$ cat src/rtl/pq_pkg.sv
// Shared types and sizing for the priority-queue device interface and its clients.
package pq_pkg;

    localparam int unsigned KEY_W       = 8;
    localparam int unsigned VAL_W       = 8;
    localparam int unsigned PQ_CAPACITY = 8;
    localparam int unsigned CNT_W       = $clog2(PQ_CAPACITY + 1);

    typedef struct packed {
        logic [KEY_W-1:0] key;
        logic [VAL_W-1:0] value;
    } kv_t;

    localparam logic [KEY_W-1:0] KEY0 = '0;
    localparam logic [VAL_W-1:0] VAL0 = '0;

    typedef enum logic [0:0] {
        FILL  = 1'b0,
        DRAIN = 1'b1
    } pqs_state_t;

endpackage

$ cat src/rtl/pq_sort_client.sv
// Sorts one burst through an attached PQ: enqueue until in_last, then drain min-first.
// Optional output ordering checker enabled by defining PQ_SORT_CHK_EN.
module pq_sort_client
    import pq_pkg::*;
(
    input  logic clk,
    input  logic rst,

    input  logic in_valid,
    output logic in_ready,
    input  kv_t  in_kv,
    input  logic in_last,

    output logic out_valid,
    input  logic out_ready,
    output kv_t  out_kv,
    output logic out_last,
    output logic done,
    output logic order_err,

    output logic pq_enq,
    output logic pq_deq,
    output kv_t  pq_kvi,
    input  kv_t  pq_kvo,
    input  logic pq_full,
    input  logic pq_empty,
    input  logic pq_busy
);

    pqs_state_t       state;
    logic [CNT_W-1:0] cnt;
    logic             accept;
    logic             out_fire;

    always_comb begin
        in_ready = (state == FILL) && !pq_full && !pq_busy && !rst;
        accept   = in_valid && in_ready;
        pq_enq   = accept;
        pq_kvi   = in_kv;
        out_fire = out_valid && out_ready;
        // The register frees up in the same cycle it is consumed, so drain stays at 1/cycle.
        pq_deq   = (state == DRAIN) && !pq_busy && !pq_empty && (cnt != '0) &&
                   (!out_valid || out_ready);
    end

    always_ff @(posedge clk) begin
        if (rst) begin
            state     <= FILL;
            cnt       <= '0;
            out_valid <= 1'b0;
            out_last  <= 1'b0;
            out_kv    <= '{key: KEY0, value: VAL0};
            done      <= 1'b0;
        end else begin
            done <= out_fire && out_last;

            if (pq_enq) begin
                cnt <= cnt + CNT_W'(1);
            end else if (pq_deq) begin
                cnt <= cnt - CNT_W'(1);
            end

            if (pq_deq) begin
                out_kv    <= pq_kvo;
                out_valid <= 1'b1;
                out_last  <= (cnt == CNT_W'(1));
            end else if (out_fire) begin
                out_valid <= 1'b0;
                out_last  <= 1'b0;
            end

            case (state)
                FILL:    if (accept && in_last) state <= DRAIN;
                DRAIN:   if (out_fire && out_last) state <= FILL;
                default: state <= FILL;
            endcase
        end
    end

`ifdef PQ_SORT_CHK_EN
    logic [KEY_W-1:0] prev_key;
    logic             have_prev;
    logic             order_err_q;

    // have_prev clears on the final item so each burst starts uncompared.
    always_ff @(posedge clk) begin
        if (rst) begin
            prev_key    <= KEY0;
            have_prev   <= 1'b0;
            order_err_q <= 1'b0;
        end else if (out_fire) begin
            prev_key  <= out_kv.key;
            have_prev <= !out_last;
            if (have_prev && (out_kv.key < prev_key)) begin
                order_err_q <= 1'b1;
            end
        end
    end

    assign order_err = order_err_q;
`else
    assign order_err = 1'b0;
`endif

endmodule

$ cat config.mk
export PLATFORM = sky130hd
export DESIGN_NAME = pq_sort_client
export DESIGN_NICKNAME = d
export VERILOG_FILES = /design/src/rtl/pq_pkg.sv /design/src/rtl/pq_sort_client.sv
export SDC_FILE = /design/constraint.sdc
export NUM_CORES = 1
export LEC_CHECK = 0
export BUFFER_PORTS_ARGS = -buffer_cell sky130_fd_sc_hd__buf_2
export CAP_MARGIN = 20
export CORE_ASPECT_RATIO = 0.6
export CORE_MARGIN = 1
export CORE_UTILIZATION = 46
export CTS_BUF_LIST = sky130_fd_sc_hd__clkbuf_8
export DETAILED_ROUTE_END_ITERATION = 12
export HOLD_SLACK_MARGIN = 0.12
export PLACE_DENSITY = 0.93
export RECOVER_POWER = 50
export SETUP_SLACK_MARGIN = 0.15
export SLEW_MARGIN = 20
export SYNTH_ARGS = -nofsm -noshare
export SYNTH_HDL_FRONTEND = slang
export SYNTH_SLANG_ARGS = --single-unit
$ cat constraint.sdc
create_clock -name clk -period 3.05 [get_ports clk]
set_input_delay 0.4575 -clock clk [delete_from_list [all_inputs] [get_ports clk]]
set_output_delay 0.4575 -clock clk [all_outputs]
set_load 0.01 [all_outputs]
======== After elaboration in Yosys (flattened, before gate mapping) ========
Cells that the tools add are included.
storage, ports and cells
  logic and storage cells ................. 39
  output and inout bits ................... 39
  flip-flop bits (word level) ............. 24
cells by class
  add/sub/neg operators ................... 2
  bitwise logic cells ..................... 1
  equal/unequal tests ..................... 1
  muxes and demuxes ....................... 8
  reduce and logical (&&, ||, !) cells .... 20
operators by type and width
  operator               count
  $logic_and A1 B1 Y1    11
  $mux W4                2
  $logic_not A1 Y1       5
  $mux W1                5
  $add A4 B1 Y4 const B  1
  $eq A4 B1 Y1 const B   1
  $reduce_bool A2 Y1     2
  $reduce_bool A4 Y1     1
  $sub A4 B1 Y4 const B  1
  $pmux W1 S2            1
  $logic_or A1 B1 Y1     1
  $not A1 Y1             1

======== Longest topological paths before layout ========
Gate-level depths: netlist of the first run.
  depth in word-level cells ............... 8
  mapped depth ............................ 8
  gate-level depth less buffers ........... 7

======== Worst setup path after synthesis of the first run ========
No wires, ideal clock.
  path type ............................... reg2out
  from .................................... register cnt[0]
  to ...................................... output port pq_deq
  data required time ...................... 2.592 ns
  data arrival time ....................... 1.311 ns
  cell stages (with the launch flop) ...... 7
  setup slack ............................. 1.281 ns
  cell sequence ........................... dfxtp_1 inv_1 ha_1 or3b_4 nand3_4 inv_6 buf_6
between the ends
  longest elaborated chain between the ends .. 3
RTL lines
  item                               RTL line              source
  start: declaration                 pq_sort_client.sv:31  logic [CNT_W-1:0] cnt;
  start signal: assignment           pq_sort_client.sv:58  cnt <= cnt + CNT_W'(1);
  start signal: assignment           pq_sort_client.sv:60  cnt <= cnt - CNT_W'(1);
  $reduce_bool A4 Y1                 pq_sort_client.sv:42  pq_deq = (state == DRAIN) && !pq_busy && !pq_empty && (cnt != '0) &&
  $logic_and A1 B1 Y1 (2 in series)  pq_sort_client.sv:42
  end: declaration                   pq_sort_client.sv:22  output logic pq_deq,
Every way passes these cells.

======== Worst setup path after layout of the first run ========
Same ends and word-level chain as after synthesis.

==> results.sh, run 1 <==
export IMPL_grt_overflow=0
export IMPL_cts_hold_buf=0
export IMPL_ctsResizeCount=0
export IMPL_wl_met2_um=1100
export IMPL_peakVddDrop_uv=211
export IMPL_synth_ff_type="dfxtp_1"
export IMPL_max_cap_viol_count=0
export IMPL_hp_class="input pin to flop"
export IMPL_drt_total_wl_um=2530
export IMPL_initial_utilization_pct=52.1
export IMPL_nFillCells=228
export IMPL_crit_type="flop to output pin"
export IMPL_dieArea_sq_um=2830
export IMPL_ys_ff_latch=24
export IMPL_fmax_mhz=406
export IMPL_wl_met3_um=206
export IMPL_grt_pass1_vias=886
export IMPL_min_period_over_period_pct=80.8
export IMPL_pre_cts_ws_ps=917
export IMPL_r2r_end="cnt[3]$_SDFFE_PP0P_"
export IMPL_wl_per_cell_um=12.8
export IMPL_grt_usage_pct=19.1
export IMPL_place_congestion=0.745
export IMPL_finalHoldWorstSlack_ps=423
export IMPL_stdcell_count=197
export IMPL_drt_iter0_drc=62
export IMPL_powerDensity_nw_per_um2=405
export IMPL_min_to="out_kv[15]$_SDFFE_PP0P_"
export IMPL_yosys_top_cells_count="35 x nand2_1, 24 x dfxtp_1, 18 x a21oi_1, 18 x buf_4"
export IMPL_r2r_cells=7
export IMPL_antenna_found_initial=0
export IMPL_hold_start="pq_kvo[15]"
export IMPL_clock_latency_ps=260
export IMPL_post_cts_buffers=0
export IMPL_status="complete, no violations"
export IMPL_cts_tree="yes"
export IMPL_yosysSeqAreaShare_pct=39.9
export IMPL_syn_area_sq_um=1200
export IMPL_antennaDiodeCount=0
export IMPL_die_width_um=68.0
export IMPL_core_sq_um=2310
export IMPL_tightest_slew_ps=1260
export IMPL_drt_pass1_iterations=4
export IMPL_synth_area_leaders="dfxtp_1 40%, buf_4 11%, nand2_1 11%"
export IMPL_ys_async_sr_fraction_pct=0
export IMPL_dpl_cell_area_sq_um=1290
export IMPL_area_delta_synth_final_pct=9.25
export IMPL_synth_area_per_cell_sq_um=8.48
export IMPL_start_kind="flop"
export IMPL_cp_required_ps=2590
export IMPL_hold_depth=3
export IMPL_utilization_pct=56.9
export IMPL_grt_setup_unrepaired="false"
export IMPL_synthCells=142
export IMPL_final_setup_skew_ps=5.40
export IMPL_cts_num_sinks=24
export IMPL_syn_nets=185
export IMPL_r2r_start="cnt[0]$_SDFFE_PP0P_"
export IMPL_cts_htree_levels=1
export IMPL_dpl_hpwl_um=1860
export IMPL_grt_pass1_wl_um=4000
export IMPL_synth_most_common_cell="nand2_1"
export IMPL_layout_drive_gt1_share_pct=25.7
export IMPL_num_rows=13
export IMPL_finish_instance_area_sq_um=1320
export IMPL_worst_setup_path_end_kind="output pin"
export IMPL_dp_cells=194
export IMPL_crit_arrival_ps=2010
export IMPL_yosys_mux_area_fraction_pct=0
export IMPL_final_nets=212
export IMPL_finalMaxSlewViolations=0
export IMPL_leakage_nw=0.507
export IMPL_top_layer="met4"
export IMPL_finalHoldViolations=0
export IMPL_synth_top_cell_by_area="dfxtp_1"
export IMPL_synth_simple_area_share_pct=27.4
export IMPL_die_h_um=41.6
export IMPL_root_buffer="clkbuf_8"
export IMPL_synth_top_family_by_area="simple AND/OR/NAND/NOR gates"
export IMPL_synth_compound_area_share_pct=12.8
export IMPL_finalWorstSetupSlack_ps=585
export IMPL_drc=0
export IMPL_port_buffers=45
export IMPL_critPathMaxFanout=22
export IMPL_num_vias=1004
export IMPL_synth_top_area_share_pct=39.9
export IMPL_synthAdderAreaFrac_pct=3.12
export IMPL_period_minus_slack_ps=2460
export IMPL_rrSetupSlack_ps=1150
export IMPL_grt_max_degree=27
export IMPL_path_clk_slew_ps=80
export IMPL_ios=79
export IMPL_synth_edf_count=0
export IMPL_cts_buffers=3
export IMPL_ys_warnings_count=0
export IMPL_synth_xor_area_share_pct=0
export IMPL_setup_tns_ps=0
export IMPL_p_total_mw=0.533
export IMPL_cts_buffer_depth=2
export IMPL_synth_cell_types=32
export IMPL_setup_viol=0
export IMPL_wl_met1_um=1170
export IMPL_slew_headroom_pct=16.3
export IMPL_vias_per_cell=5.10
export IMPL_ant_nets=0
## power breakdown
part	switching, mW	internal, mW
registers	0.00180	0.314
logic	0.0185	0.0164
clock network	0.0939	0.0882
## cells in the final DEF, fill, tap and decap left out, types with 3 or more instances in the layout
master and n:
nand2_1 35, clkbuf_1 15, nand3_1 4, clkbuf_8 3, nor2_1 4, inv_1 4, dfxtp_1 24, ha_1 3
buf_2 30, nand2b_1 3, a21oi_1 18
## cell families after synthesis
logic type / count (synthesis)
buffers and inverters: 28
adders and majority gates: 3
and+or+nand+nor: 59
other: 1
DFF: 24
AOI/OAI and AO/OA: 27
## critical path, stage by stage (launching register included)
cell and delay [ps]:
dfxtp_1 520, inv_1 110, ha_1 220, or3b_4 260, nand3_4 210, inv_6 240, buf_2 160
## routing by layer
layer	up-vias	track usage, %
met4	0	9.17
met3	8	8.24
met2	47	26.9
li1	506	-
met5	-	0
met1	443	24.6
## flip-flops by register name, indices dropped and copies added, names as in the netlist
| register | count |
|---|---|
| out_kv | 16 |
| cnt | 4 |
| done | 1 |
| out_last | 1 |
| out_valid | 1 |
| state | 1 |
## worst max path at each step
stage / endpoint / startpoint / cells past startpoint / slack (ps)
global placement: pq_deq / cnt[0]$_SDFFE_PP0P_ / 6 / 990
CTS: pq_deq / cnt[0]$_SDFFE_PP0P_ / 6 / 590
global route: pq_enq / rst / 5 / 470
detailed placement: pq_deq / cnt[0]$_SDFFE_PP0P_ / 6 / 920
finish: pq_deq / cnt[0]$_SDFFE_PP0P_ / 6 / 590
floorplan: pq_deq / cnt[0]$_SDFFE_PP0P_ / 6 / 1280
## cell type report
| type | instances | area [sq um] | area share [%] |
|---|---|---|---|
| multi-input cells | 90 | 526 | 40.0 |
| flip-flops and latches | 24 | 480 | 36.5 |
| repair buffers | 45 | 206 | 15.7 |
| clock buffers | 3 | 41.3 | 3.14 |
| well taps | 30 | 37.5 | 2.85 |
| inverters | 5 | 23.8 | 1.81 |
Note: power is estimated with default switching activity, not from simulation.
==> run 2: changes to the inputs <==
--- a/config.mk
+++ b/config.mk
@@ -9,11 +9,11 @@
 export CAP_MARGIN = 20
 export CORE_ASPECT_RATIO = 0.6
 export CORE_MARGIN = 1
-export CORE_UTILIZATION = 46
+export CORE_UTILIZATION = 43
 export CTS_BUF_LIST = sky130_fd_sc_hd__clkbuf_8
 export DETAILED_ROUTE_END_ITERATION = 12
 export HOLD_SLACK_MARGIN = 0.12
-export PLACE_DENSITY = 0.93
+export PLACE_DENSITY = 0.88
 export RECOVER_POWER = 50
 export SETUP_SLACK_MARGIN = 0.15
 export SLEW_MARGIN = 20
==> constraint.sdc (replaced) <==
create_clock -name clk -period 2.28 [get_ports clk]
set_input_delay 0.342 -clock clk [delete_from_list [all_inputs] [get_ports clk]]
set_output_delay 0.342 -clock clk [all_outputs]
set_load 0.01 [all_outputs]
==> results.sh, run 2 (synthesized netlist as in run 1, its figures left out) <==
export IMPL_finalHoldViolations=0
export IMPL_initial_utilization_pct=46.7
export IMPL_grt_max_degree=26
export IMPL_grt_usage_pct=17.0
export IMPL_p_sw_mw=0.162
export IMPL_finalHoldWorstSlack_ps=307
export IMPL_nFillCells=260
export IMPL_num_rows=14
export IMPL_cts_num_sinks=24
export IMPL_p_int_mw=0.678
export IMPL_ios=79
export IMPL_finalMaxSlewViolations=0
export IMPL_clock_power_share_pct=44.0
export IMPL_setup_tns_ps=0
export IMPL_rrSetupSlack_ps=600
export IMPL_finish_instance_area_sq_um=1400
export IMPL_leakage_nw=0.552
export IMPL_num_vias=1054
export IMPL_largest_registers="out_kv (16), cnt (4)"
export IMPL_antenna_found_initial=0
export IMPL_r2r_start="cnt[0]$_SDFFE_PP0P_"
export IMPL_stdcell_count=206
export IMPL_worst_setup_path_end_kind="output pin"
export IMPL_max_cap_viol_count=0
export IMPL_largest_register_ffs=16
export IMPL_cpMaxStageDelayCell="or3b_4"
export IMPL_antennaDiodeCount=0
export IMPL_cts_buffer_depth=2
export IMPL_cts_hold_buf=0
export IMPL_grt_overflow=0
export IMPL_die_width_um=70.3
export IMPL_p_total_mw=0.840
export IMPL_fmax_mhz=502
export IMPL_place_congestion=0.799
export IMPL_period_minus_slack_ps=1990
export IMPL_drt_total_wl_um=2510
export IMPL_worstPathCellList="inv_1 -> ha_1 -> or3b_4 -> nand3_4 -> inv_8 -> buf_2"
export IMPL_status="complete, no violations"
export IMPL_regMostFlops="out_kv"
export IMPL_dp_cells=197
export IMPL_clock_latency_ps=260
export IMPL_min_period_over_period_pct=87.3
export IMPL_core_sq_um=2570
export IMPL_comb_power_share_pct=5.8
export IMPL_dpl_cell_area_sq_um=1300
export IMPL_final_nets=218
export IMPL_start_kind="flop"
export IMPL_peakVddDrop_uv=331
export IMPL_power_frac_seq_pct=50.3
export IMPL_drt_pass1_iterations=4
export IMPL_path_clk_slew_ps=80
export IMPL_dieArea_sq_um=3020
export IMPL_grt_pass1_vias=900
export IMPL_root_buffer="clkbuf_8"
export IMPL_wl_per_cell_um=12.2
export IMPL_cts_buffers=3
export IMPL_drc=0
export IMPL_hold_start="pq_kvo[8]"
export IMPL_layout_drive_gt1_share_pct=30.5
export IMPL_final_common_cell="nand2_1"
export IMPL_cp_startpoint="cnt[0]$_SDFFE_PP0P_"
export IMPL_cts_tree="yes"
export IMPL_grt_pass1_wl_um=3990
export IMPL_area_delta_synth_final_pct=16.3
export IMPL_cp_required_ps=1940
export IMPL_die_h_um=43.0
export IMPL_vias_per_cell=5.12
export IMPL_hp_class="input pin to flop"
export IMPL_powerDensity_nw_per_um2=600
export IMPL_grt_setup_unrepaired="false"
export IMPL_slowest_delay_ps=430
export IMPL_port_buffers=45
export IMPL_final_setup_skew_ps=1.21
export IMPL_dpl_hpwl_um=1720
export IMPL_crit_type="flop to output pin"
export IMPL_ant_nets=0
export IMPL_cts_htree_levels=1
export IMPL_drt_iter0_drc=38
export IMPL_critPathMaxFanout=11
export IMPL_crit_arrival_ps=1650
export IMPL_mostFrequentLayoutCells="35 x nand2_1, 31 x buf_2, 22 x dfxtp_1"
export IMPL_setup_viol=0
export IMPL_sw_frac_of_total_pct=19.3
run 2: cell type report:
type	instances	area, sq um	area share (%)
Clock buffer	3	41.3	2.95
Clock inverter	1	30.0	2.14
Inverter	5	26.3	1.88
Multi-Input combinational cell	91	536	38.2
Sequential cell	24	483	34.5
Tap cell	32	40.0	2.86
Timing Repair Buffer	49	238	17.0
Timing Repair inverter	1	6.26	0.447
run 2: final timing paths:
check | to | cells after the start
max | pq_deq | 6
min | out_kv[8]$_SDFFE_PP0P_ | 3
max reg2reg | out_kv[7]$_SDFFE_PP0P_ | 8
min reg2reg | out_kv[13]$_SDFFE_PP0P_ | 2
run 2: repair_timing:
| item | 4_1_cts | 5_1_grt |
|---|---|---|
| setup endpoints to repair | 1 | 1 |
| buffers inserted | 0 | 3 |
| gates cloned | 2 | 0 |
| resized for setup | 2 | 1 |
run 2: power by group through the flow:
stage	Sequential, mW	Combinational (mW)	Clock, mW
2_1_floorplan	0.432	0.0513	0
3_5_place_dp	0.432	0.0478	0
6_report	0.422	0.0484	0.369
5_1_grt	0.423	0.0533	0.401
3_3_place_gp	0.432	0.0475	0
4_1_cts	0.422	0.0487	0.378
run 2: metal layers:
layer | vias to the layer above | part of all wire, % | track usage [%]
li1 | 521 | - | -
met1 | 482 | 53 | 24.1
met2 | 47 | 38 | 23.2
met3 | 4 | 8.5 | 7.13
met4 | 0 | 0.48 | 4.80
met5 | - | 0 | 0
run 2: per-stage QoR:
step / setup WS (ps) / utilization (%)
final: 289 / 54.4
after global routing: 190 / 54.4
after CTS: 186 / 54.1
after detailed placement: 259 / 50.6
after global placement: 320 / 50.6
after floorplan: 627 / -
run 2: critical path: cells and delay by family (launching register included):
family                   cells  cell delay [ps]
buffers and inverters        3              300
AND/OR/NAND/NOR              2              550
adder cells (fa/ha/maj)      1              170
flip-flops                   1              370
